### config.mk
export PLATFORM = sky130hd
export DESIGN_NAME = ps2_keyboard
export DESIGN_NICKNAME = d
export VERILOG_FILES = /design/src/rtl/ps2_keyboard.sv
export SDC_FILE = /design/constraint.sdc
export NUM_CORES = 1
export LEC_CHECK = 0
export CORE_MARGIN = 1.5
export CORE_UTILIZATION = 30
export DETAILED_ROUTE_END_ITERATION = 16
export RECOVER_POWER = 25
export SETUP_SLACK_MARGIN = 0.2
export SLEW_MARGIN = 20
export SYNTH_ARGS = -nofsm -noshare
export SYNTH_HDL_FRONTEND = slang
export SYNTH_SLANG_ARGS = --single-unit
### constraint.sdc
create_clock -name clk -period 2.96 [get_ports clk]
set_clock_uncertainty 0.15 [all_clocks]
set_input_delay 0.888 -clock clk [delete_from_list [all_inputs] [get_ports clk]]
set_output_delay 0.888 -clock clk [all_outputs]
set_load 0.03 [all_outputs]
### src/rtl/ps2_keyboard.sv
`timescale 1ns/1ps
// ps2_keyboard
// Device-to-host PS/2 keyboard receiver for the Simon datapath. Decodes
// 11-bit PS/2 frames from the raw pins and folds the E0 (extended) and
// F0 (break) prefixes into a single event per key press or release.
// The PS/2 lines are only ever sampled, never driven.
//
// Ports:
//   clk           system clock (50 MHz), the only clock
//   reset         synchronous, active-high
//   ps2_clk       raw PS/2 clock pin (asynchronous)
//   ps2_data      raw PS/2 data pin (asynchronous)
//   keycode       last decoded scan code, prefixes stripped
//   make          1 = press, 0 = release
//   extended      1 = code was preceded by E0
//   keycode_ready one-cycle pulse, keycode/make/extended valid with it
//   frame_error   one-cycle pulse on parity, stop-bit or timeout failure
module ps2_keyboard #(
    parameter int FILTER_LEN = 8,
    parameter int TIMEOUT    = 50_000
) (
    input  logic       clk,
    input  logic       reset,
    input  logic       ps2_clk,
    input  logic       ps2_data,
    output logic [7:0] keycode,
    output logic       make,
    output logic       extended,
    output logic       keycode_ready,
    output logic       frame_error
);

    localparam int TW = $clog2(TIMEOUT + 1);

    typedef enum logic [1:0] {
        IDLE,
        DATA,
        PARITY,
        STOP
    } state_t;

    // Two-flop synchronizers; reset high to match an idle bus.
    logic clk_meta, clk_sync;
    logic data_meta, data_sync;

    always_ff @(posedge clk) begin
        if (reset) begin
            clk_meta  <= 1'b1;
            clk_sync  <= 1'b1;
            data_meta <= 1'b1;
            data_sync <= 1'b1;
        end else begin
            clk_meta  <= ps2_clk;
            clk_sync  <= clk_meta;
            data_meta <= ps2_data;
            data_sync <= data_meta;
        end
    end

    // Glitch filter: the filtered level only changes once the whole sample
    // window agrees, so short spikes on the cable clock are ignored.
    logic [FILTER_LEN-1:0] filt_sr;
    logic                  clk_filt;
    logic                  clk_filt_d1;
    logic                  fall;

    always_ff @(posedge clk) begin
        if (reset) begin
            filt_sr     <= '1;
            clk_filt    <= 1'b1;
            clk_filt_d1 <= 1'b1;
        end else begin
            filt_sr     <= {filt_sr[FILTER_LEN-2:0], clk_sync};
            clk_filt_d1 <= clk_filt;
            if (&filt_sr) begin
                clk_filt <= 1'b1;
            end else if (~|filt_sr) begin
                clk_filt <= 1'b0;
            end
        end
    end

    assign fall = clk_filt_d1 & ~clk_filt;

    // Receiver state.
    state_t        state, state_next;
    logic [3:0]    bit_cnt, bit_cnt_next;
    logic [7:0]    shift_reg, shift_next;
    logic          parity_bit, parity_next;
    logic [TW-1:0] timeout_cnt, timeout_next;
    logic          brk, brk_next;
    logic          ext, ext_next;
    logic [7:0]    keycode_next;
    logic          make_next, extended_next;
    logic          ready_next, error_next;

    always_ff @(posedge clk) begin
        if (reset) begin
            state         <= IDLE;
            bit_cnt       <= '0;
            shift_reg     <= '0;
            parity_bit    <= 1'b0;
            timeout_cnt   <= '0;
            brk           <= 1'b0;
            ext           <= 1'b0;
            keycode       <= 8'h00;
            make          <= 1'b0;
            extended      <= 1'b0;
            keycode_ready <= 1'b0;
            frame_error   <= 1'b0;
        end else begin
            state         <= state_next;
            bit_cnt       <= bit_cnt_next;
            shift_reg     <= shift_next;
            parity_bit    <= parity_next;
            timeout_cnt   <= timeout_next;
            brk           <= brk_next;
            ext           <= ext_next;
            keycode       <= keycode_next;
            make          <= make_next;
            extended      <= extended_next;
            keycode_ready <= ready_next;
            frame_error   <= error_next;
        end
    end

    // Next-state logic. Outputs are computed here and registered above, so
    // the pulses appear one cycle after the deciding fall or timeout.
    // The timeout fires on the TIMEOUT-th cycle after the last fall
    // without another fall arriving.
    always_comb begin
        state_next    = state;
        bit_cnt_next  = bit_cnt;
        shift_next    = shift_reg;
        parity_next   = parity_bit;
        timeout_next  = timeout_cnt;
        brk_next      = brk;
        ext_next      = ext;
        keycode_next  = keycode;
        make_next     = make;
        extended_next = extended;
        ready_next    = 1'b0;
        error_next    = 1'b0;

        if (state != IDLE) begin
            if (fall) begin
                timeout_next = '0;
            end else if (timeout_cnt != TW'(TIMEOUT)) begin
                timeout_next = timeout_cnt + TW'(1);
            end
        end else begin
            timeout_next = '0;
        end

        if ((state != IDLE) && !fall && (timeout_cnt == TW'(TIMEOUT - 1))) begin
            state_next   = IDLE;
            timeout_next = '0;
            error_next   = 1'b1;
            brk_next     = 1'b0;
            ext_next     = 1'b0;
        end else if (fall) begin
            case (state)
                IDLE: begin
                    if (!data_sync) begin
                        state_next   = DATA;
                        bit_cnt_next = '0;
                    end
                end
                DATA: begin
                    shift_next = {data_sync, shift_reg[7:1]};
                    if (bit_cnt == 4'd7) begin
                        state_next = PARITY;
                    end else begin
                        bit_cnt_next = bit_cnt + 4'd1;
                    end
                end
                PARITY: begin
                    parity_next = data_sync;
                    state_next  = STOP;
                end
                STOP: begin
                    state_next = IDLE;
                    if ((^{shift_reg, parity_bit}) && data_sync) begin
                        if (shift_reg == 8'hE0) begin
                            ext_next = 1'b1;
                        end else if (shift_reg == 8'hF0) begin
                            brk_next = 1'b1;
                        end else begin
                            keycode_next  = shift_reg;
                            make_next     = !brk;
                            extended_next = ext;
                            ready_next    = 1'b1;
                            brk_next      = 1'b0;
                            ext_next      = 1'b0;
                        end
                    end else begin
                        error_next = 1'b1;
                        brk_next   = 1'b0;
                        ext_next   = 1'b0;
                    end
                end
                default: state_next = IDLE;
            endcase
        end
    end

endmodule

==> flow_summary.yaml <==
status:
  status: "finished clean"
timing:
  period_needed_ns: 2.51
  fin_ws_ns: 0.451
  fmax_mhz: 399
  setup_violations: 0
  rsz0062_at_grt: "false"
  maxSlewViolCount: 0
  fin_tns_setup_ns: 0
  fin_crit_sh_pct: 84.7
  worstMarginPinSlew_ns: 0.608
  finalHoldViolCount: 0
  slew-limit-headroom_pct: 59.5
setup_path:
  worstPathArrival_ns: 2.58
  cp.required_ns: 3.03
  critPathCaptureType: "flop"
  reg2reg_slack_ns: 0.51
  path_class: "input port to flop"
  startpoint_type: "input port"
  cp_num_buf_inv: 3
  crit_slowest_cell: "dlygate4sd3_1"
  crit_path_max_incr_delay_ns: 0.57
  worstPathMaxFanout: 16
  cp_cell_sequence: "dlygate4sd3_1 -> buf_4 -> clkbuf_1 -> nor2b_1 -> mux2_4"
  crit_family: "buffers and inverters"
job:
  cap_violations: 0
drt:
  antenna_left: 0
  first_pass_iters: 4
  vias: 1948
  drt_iter0_markers: 95
  wl_mm: 4.88
  wl_per_cell_um: 11.8
  drc: 0
  via_per_inst: 4.72
clock_network:
  cts_setup_buffers: 0
  cts_tree: "yes"
  cts_buffers: 9
  clock_path_buffers: 2
  clock_sinks: 59
  clockRootBuffer: "clkbuf_8"
  ctsResizeCount: 0
  clk_pin_slew_ns: 0.06
  htreeDepth: 3
  cts-hold-fix-buffers: 0
  clk-insertion-delay-late_ns: 0.34
finish:
  mostFrequentLayoutCells: "59 x dfxtp_1, 40 x nor2_1, 30 x nand2_1"
  layout_commonest_cell: "dfxtp_1"
  n_antenna_cell: 0
  finalNonFillerCells: 413
  drive_above_1_share_pct: 13.0
  nFillCells: 852
  largest_reg_flops: 16
  nets: 315
  area_growth_pct: 17.9
  regMostFlops: "timeout_cnt"
floorplan:
  rows: 33
  core_mm2: 0.00826
  die_y_um: 95.8
  die-area_mm2: 0.00917
  io_pins: 16
  die-width_um: 95.8
  initial_core_util_pct: 31.3
pwr:
  ir_worst_vdd_uv: 225
  p_leak_nw: 1.10
  cellPowerDensity_mw_per_mm2: 497
grt:
  antenna_found_initial: 0
  grt_usage_pct: 12.0
  grt_first_pass_wirelength_mm: 8.26
  grt.overflow.total: 0
  grt_pass1_vias: 1774
  grt_max_degree: 17
yosys:
  yosysWarningCount: 0
  synth-edff-count: 0
  yosys-top-cells-area: "dfxtp_1 46%, mux2i_1 6.2%, nor2_1 5.8%"
  avgSynthCellArea_um2: 9.19
  synth_flop_cell: "dfxtp_1"
  synth_top_cell_area_share_pct: 45.8
  netlist_area_mm2: 0.00258
  netlist_instances: 281
  synth_seq_cells: 59
  seq_area_frac_synth_pct: 45.8
  syn-num-nets: 292
  async_flop_share_pct: 0
  synth_top_area_cell: "dfxtp_1"
  synth_cell_type_count: 45
placed_design:
  dp.cells: 398
  gp_congestion: 0.706
  dp_hpwl_mm: 3.44
  pre_cts_slack_ns: 0.371
  io_buffer_count: 15
hold_path:
  hp-class: "flop to flop"
## final timing paths
path | from | end | cells past startpoint
max reg2reg | timeout_cnt[7] | timeout_cnt[8] | 4
min reg2reg | clk_sync | filt_sr[0] | 1
min | clk_sync | filt_sr[0] | 1
max | reset | make | 5
## cell type report
cell class | instances | area, µm² | share of cell area (%)
Timing Repair Buffer | 20 | 184 | 6.04
Clock inverter | 6 | 57.6 | 1.89
Sequential cell | 59 | 1180 | 38.8
Multi-Input combinational cell | 204 | 1330 | 43.6
Inverter | 10 | 37.5 | 1.23
Clock buffer | 9 | 124 | 4.07
Tap cell | 105 | 131 | 4.32
## through the flow
| step | util [%] | area (µm²) | hold slack [ns] | power [mW] |
|---|---|---|---|---|
| 6_report | 36.8 | 3040 | 0.258 | 1.51 |
| 5_1_grt | 36.8 | 3040 | 0.274 | 1.58 |
| 4_1_cts | 36.9 | 3050 | 0.259 | 1.54 |
| 3_5_place_dp | 34.7 | 2870 | 0.243 | 0.842 |
| 3_3_place_gp | 34.7 | 2870 | 0.242 | 0.842 |
| 2_1_floorplan | - | 2580 | 0.239 | 0.830 |
## power breakdown
group,internal [mW],switching (mW)
clock network,0.377,0.312
logic,0.00949,0.0147
registers,0.797,0.00160
## synth_stat cells, drive strengths merged (3+ instances only)
| cell type | n |
|---|---|
| a21oi | 12 |
| and3 | 5 |
| clkbuf | 7 |
| dfxtp | 59 |
| ha | 7 |
| inv | 9 |
| mux2i | 17 |
| nand2 | 30 |
| nand3 | 11 |
| nand4 | 6 |
| nand4b | 4 |
| nor2 | 40 |
| nor3 | 3 |
| o21ai | 5 |
| or2 | 13 |
| or3 | 5 |
| xnor2 | 11 |
| xor2 | 8 |
## kinds of logic after synthesis
group           count (synthesis)  synth area share, %
simple gates                  131                 25.4
buf+inv                        18                 2.81
xor+xnor                       20                 8.09
compound gates                 28                 6.84
fa+ha+maj                       7                 3.39
mux                            18                 7.66
flops                          59                 45.8
## routing by layer
metal / wire length, µm / vias to the layer above / track usage (%)
li1: - / 1014 / -
met1: 2500 / 904 / 16.2
met2: 2120 / 24 / 16.7
met3: 191 / 6 / 3.95
met4: 65 / 0 / 6.62
met5: 0 / - / 0
Note: power is estimated with default switching activity, not from simulation.
